[src/rtl/config_pkg.sv]
// Shared CSR lock-table types.
// The command word overlays csr_wdata[15:0].
package config_pkg;

  localparam int CmdAddrW = 12;

  typedef enum logic [1:0] {
    MODE_NONE    = 2'b00,
    MODE_WR      = 2'b01,
    MODE_ACC     = 2'b10,
    MODE_ACC_ALT = 2'b11
  } csr_lock_mode_t;

  typedef enum logic [1:0] {
    OP_ADD    = 2'b00,
    OP_REMOVE = 2'b01,
    OP_CLEAR  = 2'b10,
    OP_LOCK   = 2'b11
  } csr_lock_op_t;

  typedef struct packed {
    csr_lock_op_t          op;
    csr_lock_mode_t        mode;
    logic [CmdAddrW-1:0]   addr;
  } csr_lock_cmd_t;

endpackage

[src/rtl/csr_lock_table_if.sv]
// CSR access bus seen by the lock table,
// plus its status outputs.
interface csr_lock_table_if #(
  parameter int Entries   = 8,
  parameter int AddrWidth = 12
);
  localparam int CntW = $clog2(Entries) + 1;

  logic                 csr_enable;
  logic [AddrWidth-1:0] csr_addr;
  logic                 csr_is_write;
  logic [31:0]          csr_wdata;
  logic                 csr_enable_out;
  logic                 violation;
  logic [AddrWidth-1:0] violation_addr;
  logic [CntW-1:0]      count;
  logic                 full;
  logic                 locked;
  logic                 cmd_err;

  modport master (
    output csr_enable, csr_addr, csr_is_write, csr_wdata,
    input  csr_enable_out, violation, violation_addr,
    input  count, full, locked, cmd_err
  );

  modport slave (
    input  csr_enable, csr_addr, csr_is_write, csr_wdata,
    output csr_enable_out, violation, violation_addr,
    output count, full, locked, cmd_err
  );

endinterface

[src/rtl/csr_lock_entry.sv]
// One lock entry: valid/addr/mode registers,
// target match for commands and access block.
module csr_lock_entry
  import config_pkg::*;
#(
  parameter int AddrWidth = 12
) (
  input  logic                 clk,
  input  logic                 reset,
  input  logic                 set_i,
  input  logic                 clr_i,
  input  logic [AddrWidth-1:0] addr_i,
  input  csr_lock_mode_t       mode_i,
  input  logic [AddrWidth-1:0] look_addr_i,
  input  logic                 look_wr_i,
  output logic                 valid_o,
  output logic                 tgt_hit_o,
  output logic                 block_o
);

  logic                 valid_q;
  logic [AddrWidth-1:0] addr_q;
  csr_lock_mode_t       mode_q;
  logic                 hit;
  logic                 acc_mode;

  always_ff @(posedge clk or negedge reset) begin
    if (!reset) begin
      valid_q <= 1'b0;
      addr_q  <= '0;
      mode_q  <= MODE_NONE;
    end else if (set_i) begin
      valid_q <= 1'b1;
      addr_q  <= addr_i;
      mode_q  <= mode_i;
    end else if (clr_i) begin
      valid_q <= 1'b0;
    end
  end

  assign hit       = valid_q && (addr_q == look_addr_i);
  assign acc_mode  = (mode_q == MODE_ACC) ||
                     (mode_q == MODE_ACC_ALT);
  assign block_o   = hit && (acc_mode || look_wr_i);
  assign tgt_hit_o = valid_q && (addr_q == addr_i);
  assign valid_o   = valid_q;

endmodule

[src/rtl/csr_lock_table.sv]
// CSR access-lock table: gates csr_enable and
// executes ADD/REMOVE/CLEAR/LOCK commands.
module csr_lock_table
  import config_pkg::*;
#(
  parameter int                   Entries   = 8,
  parameter int                   AddrWidth = 12,
  parameter logic [AddrWidth-1:0] CmdAddr   = 'h4FF
) (
  input logic             clk,
  input logic             reset,
  csr_lock_table_if.slave bus
);

  localparam int CntW = $clog2(Entries) + 1;

  csr_lock_cmd_t        cmd;
  logic [AddrWidth-1:0] tgt;
  logic [Entries-1:0]   valid, tgt_hit, block;
  logic [Entries-1:0]   set, clr, ff;
  logic                 ff_any, present;
  logic                 cmd_wr, cmd_go, blocked;
  logic                 is_add, is_rem, is_clr, is_lock;
  logic                 add_bad, add_ok, add_err;
  logic [CntW-1:0]      count_q, count_d;
  logic                 locked_q, cmd_err_q, viol_q;
  logic [AddrWidth-1:0] viol_addr_q;
  logic                 unused_wdata;

  assign cmd          = csr_lock_cmd_t'(bus.csr_wdata[15:0]);
  assign unused_wdata = ^bus.csr_wdata[31:16];
  assign tgt          = AddrWidth'(cmd.addr);

  assign cmd_wr  = bus.csr_enable && bus.csr_is_write &&
                   (bus.csr_addr == CmdAddr);
  assign cmd_go  = cmd_wr && !locked_q;
  // Once frozen, command writes are themselves blocked.
  assign blocked = (|block) || (cmd_wr && locked_q);

  assign is_add  = cmd_go && (cmd.op == OP_ADD);
  assign is_rem  = cmd_go && (cmd.op == OP_REMOVE);
  assign is_clr  = cmd_go && (cmd.op == OP_CLEAR);
  assign is_lock = cmd_go && (cmd.op == OP_LOCK);

  assign present = |tgt_hit;
  assign add_bad = (cmd.mode == MODE_NONE) || (tgt == CmdAddr);
  assign add_ok  = is_add && !add_bad && (present || ff_any);
  assign add_err = is_add && !add_ok;

  always_comb begin
    ff = '0;
    for (int i = Entries - 1; i >= 0; i--) begin
      if (!valid[i]) ff = Entries'(1) << i;
    end
  end
  assign ff_any = |ff;

  assign set = add_ok ? (present ? tgt_hit : ff) : '0;
  assign clr = is_clr ? '1 : (is_rem ? tgt_hit : '0);

  for (genvar i = 0; i < Entries; i++) begin : g_ent
    csr_lock_entry #(
      .AddrWidth(AddrWidth)
    ) u_ent (
      .clk        (clk),
      .reset      (reset),
      .set_i      (set[i]),
      .clr_i      (clr[i]),
      .addr_i     (tgt),
      .mode_i     (cmd.mode),
      .look_addr_i(bus.csr_addr),
      .look_wr_i  (bus.csr_is_write),
      .valid_o    (valid[i]),
      .tgt_hit_o  (tgt_hit[i]),
      .block_o    (block[i])
    );
  end

  always_comb begin
    count_d = count_q;
    unique case (1'b1)
      is_clr:               count_d = '0;
      is_rem && present:    count_d = count_q - CntW'(1);
      add_ok && !present:   count_d = count_q + CntW'(1);
      default: ;
    endcase
  end

  always_ff @(posedge clk or negedge reset) begin
    if (!reset) begin
      count_q     <= '0;
      locked_q    <= 1'b0;
      cmd_err_q   <= 1'b0;
      viol_q      <= 1'b0;
      viol_addr_q <= '0;
    end else begin
      count_q <= count_d;
      viol_q  <= bus.csr_enable && blocked;
      if (is_lock) locked_q <= 1'b1;
      if (add_err) cmd_err_q <= 1'b1;
      if (bus.csr_enable && blocked) viol_addr_q <= bus.csr_addr;
    end
  end

  assign bus.csr_enable_out = bus.csr_enable && !blocked;
  assign bus.violation      = viol_q;
  assign bus.violation_addr = viol_addr_q;
  assign bus.count          = count_q;
  assign bus.full           = (count_q == CntW'(Entries));
  assign bus.locked         = locked_q;
  assign bus.cmd_err        = cmd_err_q;

endmodule

[src/flat_wrapper.sv]
// flat-port wrapper written by rule: the top's interface ports become plain ports
module csr_lock_table_flat import config_pkg::*;
#(
  parameter int                   Entries   = 8,
  parameter int                   AddrWidth = 12,
  parameter logic [AddrWidth-1:0] CmdAddr   = 'h4FF
)
  (clk, reset, bus_csr_enable, bus_csr_addr, bus_csr_is_write, bus_csr_wdata, bus_csr_enable_out, bus_violation, bus_violation_addr, bus_count, bus_full, bus_locked, bus_cmd_err);
  csr_lock_table_if #(.Entries(Entries), .AddrWidth(AddrWidth)) bus_i ();
  input logic clk;
  input logic reset;
  input wire logic [$bits(bus_i.csr_enable)-1:0] bus_csr_enable;
  input wire logic [$bits(bus_i.csr_addr)-1:0] bus_csr_addr;
  input wire logic [$bits(bus_i.csr_is_write)-1:0] bus_csr_is_write;
  input wire logic [$bits(bus_i.csr_wdata)-1:0] bus_csr_wdata;
  output wire logic [$bits(bus_i.csr_enable_out)-1:0] bus_csr_enable_out;
  output wire logic [$bits(bus_i.violation)-1:0] bus_violation;
  output wire logic [$bits(bus_i.violation_addr)-1:0] bus_violation_addr;
  output wire logic [$bits(bus_i.count)-1:0] bus_count;
  output wire logic [$bits(bus_i.full)-1:0] bus_full;
  output wire logic [$bits(bus_i.locked)-1:0] bus_locked;
  output wire logic [$bits(bus_i.cmd_err)-1:0] bus_cmd_err;
  assign bus_i.csr_enable = bus_csr_enable;
  assign bus_i.csr_addr = bus_csr_addr;
  assign bus_i.csr_is_write = bus_csr_is_write;
  assign bus_i.csr_wdata = bus_csr_wdata;
  assign bus_csr_enable_out = bus_i.csr_enable_out;
  assign bus_violation = bus_i.violation;
  assign bus_violation_addr = bus_i.violation_addr;
  assign bus_count = bus_i.count;
  assign bus_full = bus_i.full;
  assign bus_locked = bus_i.locked;
  assign bus_cmd_err = bus_i.cmd_err;
  csr_lock_table #(.Entries(Entries), .AddrWidth(AddrWidth), .CmdAddr(CmdAddr)) u_core (.clk(clk), .reset(reset), .bus(bus_i));
endmodule
[config.mk]
export PLATFORM = sky130hd
export DESIGN_NAME = csr_lock_table_flat
export DESIGN_NICKNAME = d
export VERILOG_FILES = /design/src/rtl/config_pkg.sv /design/src/rtl/csr_lock_table_if.sv /design/src/rtl/csr_lock_entry.sv /design/src/rtl/csr_lock_table.sv /design/src/flat_wrapper.sv
export SDC_FILE = /design/constraint.sdc
export NUM_CORES = 1
export LEC_CHECK = 0
export ABC_AREA = 1
export BUFFER_PORTS_ARGS = -buffer_cell sky130_fd_sc_hd__buf_2
export CAP_MARGIN = 25
export CELL_PAD_IN_SITES_DETAIL_PLACEMENT = 0
export CELL_PAD_IN_SITES_GLOBAL_PLACEMENT = 1
export CORE_UTILIZATION = 39
export CTS_CLUSTER_DIAMETER = 50
export DETAILED_ROUTE_END_ITERATION = 6
export HOLD_SLACK_MARGIN = 0.15
export PLACE_DENSITY = 0.85
export SKIP_LAST_GASP = 1
export SYNTH_ARGS = -nofsm -noshare
export SYNTH_HDL_FRONTEND = slang
export SYNTH_SLANG_ARGS = --single-unit
[constraint.sdc]
create_clock -name clk -period 2.45 [get_ports clk]
set_input_delay 0.49 -clock clk [delete_from_list [all_inputs] [get_ports clk]]
set_output_delay 0.49 -clock clk [all_outputs]
set_load 0.005 [all_outputs]
==> impl_metrics.toml, run 1 <==
[timing]
worst_clock_skew_ps = 15.9
worst_pin_slew_ps = 503
rsz0062_at_grt = "yes"
period_share_pct = 107
setup_slack_ps = -166
drv_slew = 0
tns_ps = -317
min_period_ps = 2620
finalSetupViolCount = 4
slew_headroom_pct = 66.4
fmax_mhz = 382
hold_viol_final = 0

[power_and_ir_drop]
clkPwrFrac_pct = 46.2
power-per-cell-area_nw_per_um2 = 376
swShare_pct = 30.6
sequentialPowerShare_pct = 36.7
p_switching_uw = 1800
peakVddDrop_mv = 0.492
p_int_uw = 4090
p_leak_uw = 0.00847
combPwrFrac_pct = 17.1
power_uw = 5890

[detailed_routing]
drt-total-wl_um = 50600
dr.pass1.iters = 7
num_vias = 13979
routedWlPerCell_um = 19.8
post-route-drc-count = 0
ant_nets = 0
drt_iter0_markers = 1891
vias_per_cell = 5.48

[final_layout]
multi_input_area_um2 = 6440
drive_gt1_share_pct = 32.2
fillers = 2445
nets = 2250
seq_area_um2 = 3290
area_delta_synth_final_pct = 47.6

[cts]
clk_pin_slew_ps = 70
cts_tree = "done"
cts_root_buf = "clkbuf_16"
clkLatencyLatePin_ps = 440
cts_htree_levels = 4
cts-buffers-inserted = 17
cts_buffer_depth = 2
clock-sinks = 131

[outcome]
violations = "negative setup slack"
status = "finished with violations"

[worst_setup_path]
worst_ep_arrival_time_ps = 2130
endpoint_kind = "output pin"
worst-endpoint-required_ps = 1960
path_class = "input port to output pin"
critical_path_peak_fanout = 6
crit_path_start_kind = "input port"

[synth]
ys_seq_area_share_pct = 30.9
synth_top_area_share_pct = 30.9
synth_area_um2 = 10600
postSynthCellCount = 1723
yosysWarnings = 0
async_flop_share_pct = 100
synth_nets = 1774
yosys_most_used_dff = "dfrtp_1"
synth_common_cells = "nand2_1, nor2_1, nand3_1"
synthAdderAreaFrac_pct = 0.425
synth_compound_area_share_pct = 5.62
synth_most_common_cell = "nand2_1"
synth_xor_area_share_pct = 2.97
synth.largest_area_cell = "dfrtp_1"
synth_enable_flop_cells = 0
ys_seq_elements = 131
synth.area.top_cells = "dfrtp_1, nand2_1, nand3_1, nor2_1, inv_1"
synth_mux_area_share_pct = 0
synthSimpleGateAreaFrac_pct = 48.9
synth_top_family_by_area = "simple AND/OR/NAND/NOR gates"
avgSynthCellArea_um2 = 6.15
ys_types = 46

[min_path]
hold_class = "input port to register"

[placement]
gp_congestion = 1.11
dpl.hpwl_um = 36300
port_buffers = 52

[global_routing]
grtUsageTotal_pct = 36.1
overflow = 0
grt_max_degree = 60
grt_antenna_before_repair = 0
grt_pass1_vias = 13180
grt_pass1_wl_um = 75200

[floorplanning]
die_h_um = 167
initial_utilization_pct = 40.2
die_area_um2 = 27800
dieWidth_um = 167
io_pins = 69
core_um2 = 26400
rows = 59

[run]
drv_cap = 0
==> registers in the layout, summed over array words and instances (netlist names) <==
| register | count |
|---|---|
| u_core.g_ent.u_ent.mode_q | 8 |
| u_core.bus.locked | 1 |
| u_core.g_ent.u_ent.valid_o | 8 |
| u_core.bus.count | 4 |
| u_core.bus.cmd_err | 1 |
| u_core.g_ent.u_ent.addr_q | 96 |
| u_core.bus.violation | 1 |
| u_core.bus.violation_addr | 12 |
==> power by group through the flow <==
| stage | Sequential [µW] | Clock (µW) | Combinational [µW] |
|---|---|---|---|
| floorplan | 2200 | 0 | 408 |
| global placement | 2200 | 0 | 904 |
| detailed placement | 2200 | 0 | 911 |
| CTS | 2160 | 2720 | 935 |
| global route | 2160 | 2790 | 1050 |
| finish | 2160 | 2720 | 1000 |
==> layer usage <==
layer | vias to the layer above | track usage (%) | part of all wire [%]
met1 | 6386 | 44.1 | 37
met2 | 940 | 55.4 | 43
met5 | - | 0 | 0
met3 | 247 | 10.4 | 12
met4 | 0 | 24.1 | 7.8
li1 | 6406 | - | -
==> area by class of cell <==
cell class | count | area share [%]
clock buffers | 19 | 2.83
well taps | 335 | 2.68
diodes | 2 | 0.0320
flip-flops and latches | 131 | 21.0
multi-input cells | 1355 | 41.1
repair buffers | 531 | 27.0
clock inverters | 13 | 0.951
inverters | 163 | 4.34
==> per-stage QoR <==
stage	util (%)	hold WS (ps)	worst slack, ps	cell area [µm²]	instances
3_5_place_dp	54.5	422	-687	14400	2478
2_1_floorplan	-	194	-89.9	10700	1723
3_3_place_gp	54.5	425	-687	14400	2478
4_1_cts	57.7	404	-97.4	15200	2523
6_report	59.4	416	-166	15600	2549
5_1_grt	59.4	435	-236	15600	2547
==> cells by family (layout without fill, tap and decap cells) <==
family,after synthesis,in the layout
AND/OR/NAND/NOR,1226,1226
buffers and inverters,237,726
other,0,2
XOR/XNOR,36,36
flip-flops,131,131
AO/OA/AOI/OAI,90,90
adder cells (fa/ha/maj),3,3
==> repair_timing <==
item	CTS	global route
hold buffers	1	0
pin swaps	21	34
resized for setup	46	91
buffers inserted	13	24
hold endpoints to repair	34	0
endpoints found under the setup margin	4	100
==> placed cells by master, fill, tap and decap left out, types with 5 or more instances in the layout <==
cell,count
clkbuf_16,17
clkinvlp_4,6
a21oi_1,7
inv_1,122
nand4_1,38
nor3_1,7
nor2_1,192
buf_2,40
o2111ai_1,5
inv_2,22
buf_12,21
nand2_4,9
o21ai_0,12
xor2_1,5
dfrtp_1,120
dfrtp_2,11
buf_6,17
nand3_1,157
inv_4,9
inv_6,6
o21ai_1,7
nand2_2,30
o22ai_1,29
nor2_4,5
nand2_1,739
buf_4,449
o22ai_2,9
nand3_2,14
nor2_2,9
o211ai_1,9
xnor2_1,26
nand3b_1,10
==> path summary, 6_finish.rpt <==
check                                                             from                                           to  slack [ps]  cells after the start
max                                                   bus_csr_addr[11]                           bus_csr_enable_out        -170                     13
min                                                  bus_csr_wdata[15]              u_core.bus.count[0]$_DFFE_PN0P_         420                      4
max reg2reg                u_core.g_ent[0].u_ent.addr_q[4]$_DFFE_PN0P_              u_core.bus.count[3]$_DFFE_PN0P_         -70                     21
min reg2reg                   u_core.bus.violation_addr[7]$_DFFE_PN0P_     u_core.bus.violation_addr[7]$_DFFE_PN0P_         470                      2
max in group asynchronous                                        reset  u_core.g_ent[2].u_ent.addr_q[8]$_DFFE_PN0P_        1140                      3
min in group asynchronous                                        reset  u_core.g_ent[6].u_ent.mode_q[1]$_DFFE_PN0P_         510                      2
==> worst max-delay path, stage by stage <==
cell,delay (ps)
clkbuf_4,190
buf_8,180
clkinvlp_4,210
o22ai_2,180
nor2_1,60
nand3b_1,80
nor2_1,50
nand2_1,90
nand2_2,90
nor2_2,130
nand3_2,130
nor2_2,120
buf_2,120
Note: power is estimated with default switching activity, not from simulation.
==> run 2, diff against run 1 <==
--- a/config.mk
+++ b/config.mk
@@ -10,10 +10,12 @@
 export CAP_MARGIN = 25
 export CELL_PAD_IN_SITES_DETAIL_PLACEMENT = 0
 export CELL_PAD_IN_SITES_GLOBAL_PLACEMENT = 1
+export CORE_MARGIN = 5
 export CORE_UTILIZATION = 39
 export CTS_CLUSTER_DIAMETER = 50
 export DETAILED_ROUTE_END_ITERATION = 6
 export HOLD_SLACK_MARGIN = 0.15
+export MAX_ROUTING_LAYER = met4
 export PLACE_DENSITY = 0.85
 export SKIP_LAST_GASP = 1
 export SYNTH_ARGS = -nofsm -noshare
==> constraint.sdc (replaced) <==
create_clock -name clk -period 2.45 [get_ports clk]
set_input_delay 0.49 -clock clk [delete_from_list [all_inputs] [get_ports clk]]
set_output_delay 0.49 -clock clk [all_outputs]
set_load 0.01 [all_outputs]
==> run 2 against run 1 <==
- the run still ends with negative setup slack left
- core utilization rose by 0.74 points
- final cell count increased by 1.3%
- non-clock buffer count increased by 28
- worst setup slack worse by 22 ps
- clock skew up 2.2 ps
- register-to-register slack improved by 70 ps
- sequential power is essentially flat
- critical path depth is 1 lower
- die area grew 9.8%
- critical path type unchanged
- largest cell class unchanged
==> impl_metrics.toml, run 2 (same netlist as run 1, synthesis figures left out) <==
[outcome]
status = "finished with violations"
violations = "negative setup slack"

[final_layout]
fillers = 2509
multi_input_area_um2 = 6550
final_cell_mix = "nand2_1, buf_4, nor2_1"
largest_register = "u_core.g_ent.u_ent.addr_q"
seq_area_um2 = 3290
nets = 2278
largest_register_ffs = 96
mostFrequentLayoutCell = "nand2_1"
area_delta_synth_final_pct = 52.4
drive_gt1_share_pct = 35.6
antenna_cells = 0

[global_routing]
grt_pass1_wl_um = 77100
grt_max_degree = 54
grt_antenna_before_repair = 0
grtUsageTotal_pct = 34.1
overflow = 0
grt_pass1_vias = 13079

[timing]
worst_pin_slew_ps = 580
whs_ps = 382
min_period_ps = 2640
slew_headroom_pct = 61.4
worst_clock_skew_ps = 18.1
finalSetupViolCount = 2
drv_slew = 0
fmax_mhz = 379
hold_viol_final = 0
tns_ps = -191
rsz0062_at_grt = "yes"
setup_slack_ps = -188
period_share_pct = 108

[min_path]
worstHoldStart = "bus_csr_wdata[8]"
hold_class = "input port to register"
min_path_cells = 3
min_to = "u_core.g_ent[3].u_ent.addr_q[8]$_DFFE_PN0P_"

[floorplanning]
die_h_um = 175
dieWidth_um = 175
io_pins = 69
initial_utilization_pct = 39.4
rows = 60
core_um2 = 26900
die_area_um2 = 30600

[cts]
clkLatencyLatePin_ps = 450
clock-sinks = 131
cts-buffers-inserted = 17
cts_buffer_depth = 2
clk_pin_slew_ps = 60
cts_htree_levels = 4
cts_root_buf = "clkbuf_16"
cts_tree = "done"

[worst_setup_path]
crit_path_start = "bus_csr_addr[0]"
worstReg2RegStart = "u_core.g_ent[7].u_ent.addr_q[3]$_DFFE_PN0P_"
path_class = "input port to output pin"
r2r_end = "u_core.bus.count[3]$_DFFE_PN0P_"
r2r_slack_ps = 0
crit_path_start_kind = "input port"
endpoint_kind = "output pin"
reg2reg_depth = 21
worst_ep_arrival_time_ps = 2150
worst-endpoint-required_ps = 1960
critical_path_peak_fanout = 4

[detailed_routing]
ant_nets = 0
dr.pass1.iters = 5
routedWlPerCell_um = 20.1
drt-total-wl_um = 51900
vias_per_cell = 5.31
num_vias = 13711
post-route-drc-count = 0
drt_iter0_markers = 1678

[run]
drv_cap = 0

[placement]
port_buffers = 52
detailedPlace.worstSlack_ps = -744
gp_congestion = 1.03
dpl.hpwl_um = 37900

[power_and_ir_drop]
power-per-cell-area_nw_per_um2 = 374
peakVddDrop_mv = 0.413
p_leak_uw = 0.00867
[run 2: cell count changes in the layout (fill, tap and decap cells not counted), sizes merged]
| cell | before | now |
|---|---|---|
| diode | 2 | 0 |
| inv | 162 | 161 |
| buf | 528 | 557 |
| clkbuf | 21 | 20 |
| clkinv | 6 | 4 |
| bufinv | 2 | 3 |
| clkinvlp | 6 | 8 |
[run 2: report_power, final]
part | switching (µW) | internal (µW) | total [µW]
registers | 0.131 | 2160 | 2160
logic | 649 | 421 | 1070
clock network | 1130 | 1680 | 2810
total | 1780 | 4260 | 6040
[run 2: area by class of cell]
type / count / share of cell area [%]
clock buffer: 19 / 2.80
inverter: 163 / 4.38
timing repair buffer: 559 / 28.2
clock inverter: 13 / 1.07
tap: 341 / 2.64
sequential: 131 / 20.4
multi-input combinational: 1355 / 40.5
[run 2: worst max-delay path, stage by stage]
cell and delay [ps]:
buf_4 130, buf_6 120, buf_4 140, buf_4 170, xor2_1 170, nor3_2 210
nand3_1 120, nor2_2 200, nor2_2 80, nand3_4 120, nor2_2 40, buf_2 130
[run 2: stage by stage]
step | power, µW | cells | util [%] | instance area (µm²)
global route | 6200 | 2581 | 60.1 | 16200
detailed placement | 3160 | 2505 | 54.4 | 14600
finish | 6040 | 2581 | 60.1 | 16200
global placement | 3160 | 2505 | 54.4 | 14600
CTS | 5970 | 2552 | 57.8 | 15500
floorplan | 2610 | 1723 | - | 10700
[run 2: routing by layer]
metal / track usage (%) / routed length, µm / up-vias
li1: - / - / 6449
met1: 43.9 / 21200 / 6290
met2: 51.7 / 22600 / 761
met3: 7.03 / 4880 / 211
met4: 15.8 / 3340 / 0
met5: - / 0 / -
[run 2: what timing repair did]
item	CTS	global route
setup endpoints to repair	36	61
buffers inserted	14	32
hold buffers	1	0
pin swaps	16	70
endpoints found under the hold margin	49	0
gates resized for setup	50	159
[run 2: how the worst max path moves through the flow]
| stage | slack, ps | depth (start not counted) | end |
|---|---|---|---|
| after floorplan | -90 | 17 | u_core.bus.count[3]$_DFFE_PN0P_ |
| after global routing | -200 | 15 | bus_csr_enable_out |
| after CTS | -160 | 14 | bus_csr_enable_out |
| final | -190 | 12 | bus_csr_enable_out |
| after global placement | -770 | 21 | u_core.bus.count[3]$_DFFE_PN0P_ |
| after detailed placement | -740 | 21 | u_core.bus.count[3]$_DFFE_PN0P_ |
